$ cat config.mk
export PLATFORM = sky130hd
export DESIGN_NAME = serial_add_ctrl
export DESIGN_NICKNAME = d
export VERILOG_FILES = /design/src/rtl/serial_add_ctrl.sv
export SDC_FILE = /design/constraint.sdc
export NUM_CORES = 1
export LEC_CHECK = 0
export ABC_AREA = 1
export BUFFER_PORTS_ARGS = -buffer_cell sky130_fd_sc_hd__buf_2
export CAP_MARGIN = 10
export CORE_UTILIZATION = 55
export DETAILED_ROUTE_END_ITERATION = 8
export PLACE_DENSITY = 0.89
export SYNTH_ARGS = -nofsm -noshare
export SYNTH_HDL_FRONTEND = slang
export SYNTH_SLANG_ARGS = --single-unit
$ cat constraint.sdc
create_clock -name clk -period 3.02 [get_ports clk]
set_clock_uncertainty 0.1 [all_clocks]
set_input_delay 0.453 -clock clk [delete_from_list [all_inputs] [get_ports clk]]
set_output_delay 0.453 -clock clk [all_outputs]
set_load 0.03 [all_outputs]
$ cat src/rtl/serial_add_ctrl.sv
// Bit-serial add/subtract controller: one full adder, LSB first, one bit per clock.
// The A shift register doubles as the result register; sum bits enter at its MSB.
//
// state | meaning
// IDLE  | ready for operands (in_ready=1)
// RUN   | N serial adder steps, one per edge
// DONE  | result presented (out_valid=1), held until out_ready
module serial_add_ctrl #(
    parameter int N = 8
) (
    input  logic         clk,
    input  logic         rst_n,
    input  logic         in_valid,
    output logic         in_ready,
    input  logic [N-1:0] a,
    input  logic [N-1:0] b,
    input  logic         sub,
    output logic         out_valid,
    input  logic         out_ready,
    output logic [N-1:0] sum,
    output logic         c_out,
    output logic         ovf
);

    localparam int CW = $clog2(N) + 1;
    localparam logic [CW-1:0] LAST = CW'(N - 1);

    typedef enum logic [1:0] {
        IDLE = 2'd0,
        RUN  = 2'd1,
        DONE = 2'd2
    } state_t;

    state_t        state_q, state_d;
    logic [N-1:0]  a_q, a_d;
    logic [N-1:0]  b_q, b_d;
    logic [N-1:0]  sum_q, sum_d;
    logic          carry_q, carry_d;
    logic          c_out_q, c_out_d;
    logic          ovf_q, ovf_d;
    logic [CW-1:0] cnt_q, cnt_d;
    logic          fa_s, fa_c;

    assign fa_s = a_q[0] ^ b_q[0] ^ carry_q;
    assign fa_c = (a_q[0] & b_q[0]) | (a_q[0] & carry_q) | (b_q[0] & carry_q);

    always_comb begin
        state_d   = state_q;
        a_d       = a_q;
        b_d       = b_q;
        sum_d     = sum_q;
        carry_d   = carry_q;
        c_out_d   = c_out_q;
        ovf_d     = ovf_q;
        cnt_d     = cnt_q;
        in_ready  = 1'b0;
        out_valid = 1'b0;
        case (state_q)
            IDLE: begin
                in_ready = 1'b1;
                if (in_valid) begin
                    a_d     = a;
                    b_d     = sub ? ~b : b;
                    carry_d = sub;
                    cnt_d   = '0;
                    state_d = RUN;
                end
            end
            RUN: begin
                a_d[N-1] = fa_s;
                for (int i = 0; i < N - 1; i++) begin
                    a_d[i] = a_q[i+1];
                end
                b_d     = b_q >> 1;
                carry_d = fa_c;
                cnt_d   = cnt_q + CW'(1);
                if (cnt_q == LAST) begin
                    // carry_q is the carry into the MSB on this last step
                    sum_d   = a_d;
                    c_out_d = fa_c;
                    ovf_d   = carry_q ^ fa_c;
                    state_d = DONE;
                end
            end
            DONE: begin
                out_valid = 1'b1;
                if (out_ready) begin
                    state_d = IDLE;
                end
            end
            default: begin
                state_d = IDLE;
            end
        endcase
    end

    always_ff @(posedge clk or negedge rst_n) begin
        if (!rst_n) begin
            state_q <= IDLE;
            a_q     <= '0;
            b_q     <= '0;
            sum_q   <= '0;
            carry_q <= 1'b0;
            c_out_q <= 1'b0;
            ovf_q   <= 1'b0;
            cnt_q   <= '0;
        end else begin
            state_q <= state_d;
            a_q     <= a_d;
            b_q     <= b_d;
            sum_q   <= sum_d;
            carry_q <= carry_d;
            c_out_q <= c_out_d;
            ovf_q   <= ovf_d;
            cnt_q   <= cnt_d;
        end
    end

    assign sum   = sum_q;
    assign c_out = c_out_q;
    assign ovf   = ovf_q;

endmodule

# ---- Yosys cells after proc, flatten, opt, wreduce, memory -nomap -nowiden
# Index checks and enable logic that the tools add are counted.
dict set report word_totals {
  word_cells 44
  out_inout_bits 12
  ff_bits 33
  inputBits 21
}
dict set report classes {
  addsub 1
  n_reduce_logical 5
  bitwise_logic 9
  eq_ne 6
  n_mux 15
}
# op count
set op_table {}
lappend op_table {{case mux 8 bit (2 select lines)} 2}
lappend op_table {{two-way mux 8 bit} 3}
lappend op_table {{NOT 8 bit} 1}
lappend op_table {{case mux 4 bit (2 select lines)} 1}
lappend op_table {{two-way mux 2 bit} 3}
lappend op_table {{!= test 2 bit (second input constant)} 3}
lappend op_table {{case mux 2 bit (3 select lines)} 1}
lappend op_table {{adder 4 x 1 -> 4 bit (second input constant)} 1}
lappend op_table {{== test 4 x 3 -> 1 bit (second input constant)} 1}
lappend op_table {{two-way mux 4 bit} 1}
lappend op_table {{AND reduction 2 bit} 2}
lappend op_table {{AND 1 bit} 3}
lappend op_table {{two-way mux 1 bit} 3}
lappend op_table {{AND reduction 3 bit} 1}
lappend op_table {{bitwise XOR 1 bit} 3}
lappend op_table {{== test 2 x 1 -> 1 bit (second input constant)} 1}
lappend op_table {{== test 2 bit (second input constant)} 1}
lappend op_table {{logical NOT 2 bit} 1}
lappend op_table {{bitwise OR 1 bit} 2}
lappend op_table {{case mux 1 bit (2 select lines)} 1}
lappend op_table {{nonzero test 2 bit} 1}

# ---- Longest topological paths before layout
dict set report logic_depth {
  depth_word 4
  ltp_mapped 7
  mapped_depth_nobuf 6
}

# ---- Worst setup path before layout
# Ideal clock, no wire load.
dict set report synth_path {
  path_kind {register to output}
  from {register state_q[1]}
  to {output port out_valid}
  t_required_ps 2467
  path_slack_ps 1618
  arrival_ps 849
  path_buffers 0
  stages_incl_launch_ff 3
  path_cell_list {dfrtp_1 -> inv_1 -> nor2_1}
}
dict set report synth_via {
  elab_chain_len 2
}
# element line_no
set synth_lines {}
lappend synth_lines {{start: declaration} 34} ;# state_t state_q, state_d;
lappend synth_lines {{start signal: assignment} 108} ;# state_q <= state_d;
lappend synth_lines {{== test 2 bit} 58} ;# case (state_q)
lappend synth_lines {{two-way mux 1 bit} 58}
lappend synth_lines {{end: declaration} 18} ;# output logic out_valid,
# Every way passes these cells.

# ---- Final worst setup path
dict set report layout_path {
  from {register state_q[0]}
  to {output port in_ready}
}
dict set report layout_via {
  elab_chain_len 2
}
# element line_no
set layout_lines {}
lappend layout_lines {{logical NOT 2 bit} 58}
lappend layout_lines {{two-way mux 1 bit} 58}
lappend layout_lines {{end: declaration} 14} ;# output logic in_ready,
# Every way passes these cells.

==> flow_summary.rst <==
.. list-table::
   :header-rows: 1

   * - Metric
     - Value
   * - Clock buffers created by TritonCTS
     - 5
   * - Number of antenna violations at the first check in global routing
     - 0
   * - Routed via count divided by cell count
     - around 5.3
   * - Root Buffer Master
     - clkbuf_4
   * - Count of mapped cells out of synthesis
     - 204
   * - Peak per-stage delay on the critical path
     - between 400 and 500 ps
   * - Initial standard-cell utilization of the core
     - about three fifths
   * - Die footprint
     - ~3100 µm²
   * - Critical path data required time
     - 2470 ps
   * - Critical Setup Path Class
     - reg -> out
   * - Critical R2R Capture
     - sum[1]$_DFFE_PN0P_
   * - MaxCap Viol Count
     - 0
   * - Setup slack of the most critical reg-to-reg path
     - approximately 1500 ps
   * - Number of instances resized during post-cts repair
     - 0
   * - Top_reg_cell synth
     - dfrtp_1
   * - Final hold violation count
     - 0
   * - Final cell count without fillers
     - ~270
   * - P_sw
     - just under 0.8 mW
   * - Clock network power share
     - a little under a fifth
   * - Total I/O pin count
     - 33
   * - Total number of nets in the final design
     - approximately 260
   * - Unrepaired setup endpoints after global routing
     - false
   * - Slowest library cell on the worst path
     - dfrtp_1
   * - Number of vias in the routed layout
     - around 1400
   * - Total inserted antenna cells
     - 0
   * - Share of synthesized registers carrying an async set or reset
     - 100%
   * - Synthesis-to-finish area growth
     - 14.9%
   * - Placed Instances
     - around 260
   * - Synth top cells by count
     - nand2_1, nand3_1, dfrtp_1
   * - Power share of the sequential group
     - 41.7%
   * - Top cell type by total area after synthesis
     - dfrtp_1
   * - DRC violation count after routing
     - 0
   * - Worst VDD drop
     - roughly 0.75 mV
   * - Die Y
     - between 50 and 60 µm
   * - Slew headroom
     - 52.4%
   * - CTS tree
     - yes
   * - Area of the mapped netlist
     - 1610 µm²
   * - Worst r2r src
     - state_q[1]$_DFFE_PN0P_
   * - Share of layout cells above drive strength 1
     - roughly a fifth
   * - CTS HTree Levels
     - 2
   * - Area share of the leading cell type in the synthesized netlist
     - between 50% and 60%
   * - Final Max Slew Viols
     - 0
   * - Source-to-sink clock delay at the later pin of the worst-skew pair
     - approximately 340 ps
   * - Half-perimeter wire length after placement
     - 2200 µm
   * - Net Count, Synth
     - around 230
   * - Average routed wire per standard cell
     - roughly 12 µm
   * - Wire length of the first global-routing pass
     - ~5700 µm
   * - Critical path endpoint category
     - primary output
   * - Number of port buffers
     - 32
   * - Startpoint class of the critical path
     - register
   * - Top post-synthesis cells by area
     - dfrtp_1, nand2_1, nand3_1, inv_1, buf_2
   * - Count of cells along the worst register-to-register path
     - 5
   * - Total power draw
     - approximately 1.8 mW
   * - Hold/Removal Path Class
     - in -> async
   * - Worst setup path startpoint
     - state_q[0]$_DFFE_PN0P_
   * - Power per cell area
     - 998 nW/µm²
   * - Vias in the first global route
     - about 1300
   * - Setup TNS
     - 0 ps
   * - Number of detailed-routing iterations run before antenna repair
     - 5
   * - Post-synthesis average cell area
     - a little under 8 µm²
   * - Width of the die
     - about 56 µm
   * - Arr. time, crit path
     - 1300 ps
   * - Total wire length
     - 3190 µm
   * - Design internal power
     - between 1 and 1.5 mW
   * - Yosys cell types
     - 19
   * - Final setup violation count
     - 0
   * - Clock transition at the register clock pins on the worst setup and hold paths after CTS
     - 90 ps
   * - Pleak
     - roughly 1.0 nW
   * - Result of the run
     - complete, no violations
   * - Total routing resource utilization after global routing
     - around 23%
   * - Maximum fanout encountered on the critical timing path
     - 11
   * - Number of synthesized register bits
     - 33
   * - Final ANT Viol Nets
     - 0
   * - Final critical delay including setup and external delays
     - about 1900 ps
   * - Gr ovfl total
     - 0
   * - Maximum achievable frequency
     - about 540 MHz
   * - Row Count
     - 19
   * - Capturing element of the worst setup path
     - in_ready
   * - Post-synth EDFFs
     - 0
   * - Post-CTS Repair Setup Buffers
     - 0
   * - Portion of the post-synthesis area used by sequential elements
     - about half
   * - Worst path cell trace
     - nor2_1, buf_4, buf_2
   * - Num Clock Sinks
     - 33
   * - Number of hold buffers added after CTS
     - 0
   * - Final worst-path cycle share
     - roughly 61%
   * - Maximum number of buffers from clock root to sink
     - 2
   * - Part of the power in combinational logic
     - ~40%
   * - Tightest Pin Transition
     - roughly 710 ps
   * - Switching fraction of total power
     - between 40% and 50%
   * - Standard cell core area
     - between 2000 and 3000 µm²
   * - Routability Congestion
     - 0.786
   * - Count leader, synth
     - nand2_1
   * - Maximum number of pins on one net before global-route repair
     - 34
   * - Number of DRC markers in iteration 0
     - between 50 and 60
   * - Synthesis warning total
     - 0
state kept, by name, summed over array words and instances, names as in the netlist:
signal / cells
state_q: 2
b_q: 8
sum: 8
carry_q: 1
c_out: 1
ovf: 1
a_q: 8
cnt_q: 4
metrics by stage:
step	setup WS, ps	area [µm²]	hold WS (ps)	utilization, %
final	1160	1850	58.6	67.1
after global routing	1090	1850	125	67.1
after CTS	1150	1850	72.1	67.1
after detailed placement	1370	1760	361	64.0
after global placement	1430	1760	357	64.0
after floorplan	1620	1610	57.4	-
power by group through the flow:
stage                     clock (mW)  combinational, mW  sequential [mW]
final                          0.346              0.730            0.769
after global routing           0.366              0.819            0.796
after global placement             0              0.709            0.771
after floorplan                    0              0.459            0.869
after CTS                      0.350              0.734            0.770
after detailed placement           0              0.735            0.775
worst max-delay path: cells and delay by family, from the launching register on:
family,cells,cell delay (ps)
and+or+nand+nor,1,130
DFF,1,450
buffers and inverters,2,390
how the worst min path moves through the flow:
stage	start	end	slack, ps	cells after the start
2_1_floorplan	rst_n	a_q[0]$_DFFE_PN0P_	60	0
3_3_place_gp	sum[1]$_DFFE_PN0P_	sum[1]$_DFFE_PN0P_	360	2
3_5_place_dp	sum[0]$_DFFE_PN0P_	sum[0]$_DFFE_PN0P_	360	2
4_1_cts	rst_n	sum[0]$_DFFE_PN0P_	70	1
5_1_grt	rst_n	sum[0]$_DFFE_PN0P_	120	1
6_report	rst_n	sum[3]$_DFFE_PN0P_	60	1
routing by layer:
layer | track usage, % | wire length [µm] | vias up
met5 | 0 | 0 | -
met4 | 7.32 | 46 | 0
met2 | 36.1 | 1450 | 45
li1 | - | - | 716
met3 | 6.28 | 198 | 6
met1 | 31.9 | 1500 | 656
cell families (layout without fill, tap and decap cells):
family,count (synthesis),in the layout,synth area share [%]
AO/OA/AOI/OAI,5,5,1.71
flip-flops,33,33,51.3
AND/OR/NAND/NOR,140,140,37.4
buffers and inverters,22,54,6.45
adder cells (fa/ha/maj),2,2,2.02
XOR/XNOR,2,2,1.09
final cells by class:
type | instances | area [µm²]
multi-input cells | 149 | 679
inverters | 12 | 45.0
fillers | 246 | 908
flip-flops and latches | 33 | 826
clock buffers | 7 | 55.1
repair buffers | 34 | 175
well taps | 31 | 38.8
clock inverters | 1 | 30.0
cells in the final DEF (no fill, tap or decap), types with 2 or more instances in the layout:
cell      instances
clkbuf_4          5
nor2_1            4
buf_2            32
dfrtp_1          33
buf_4             2
nand2_1          83
nand3_1          49
inv_1            11
o21ai_0           4
No activity file was read; power rests on OpenSTA's default activity.
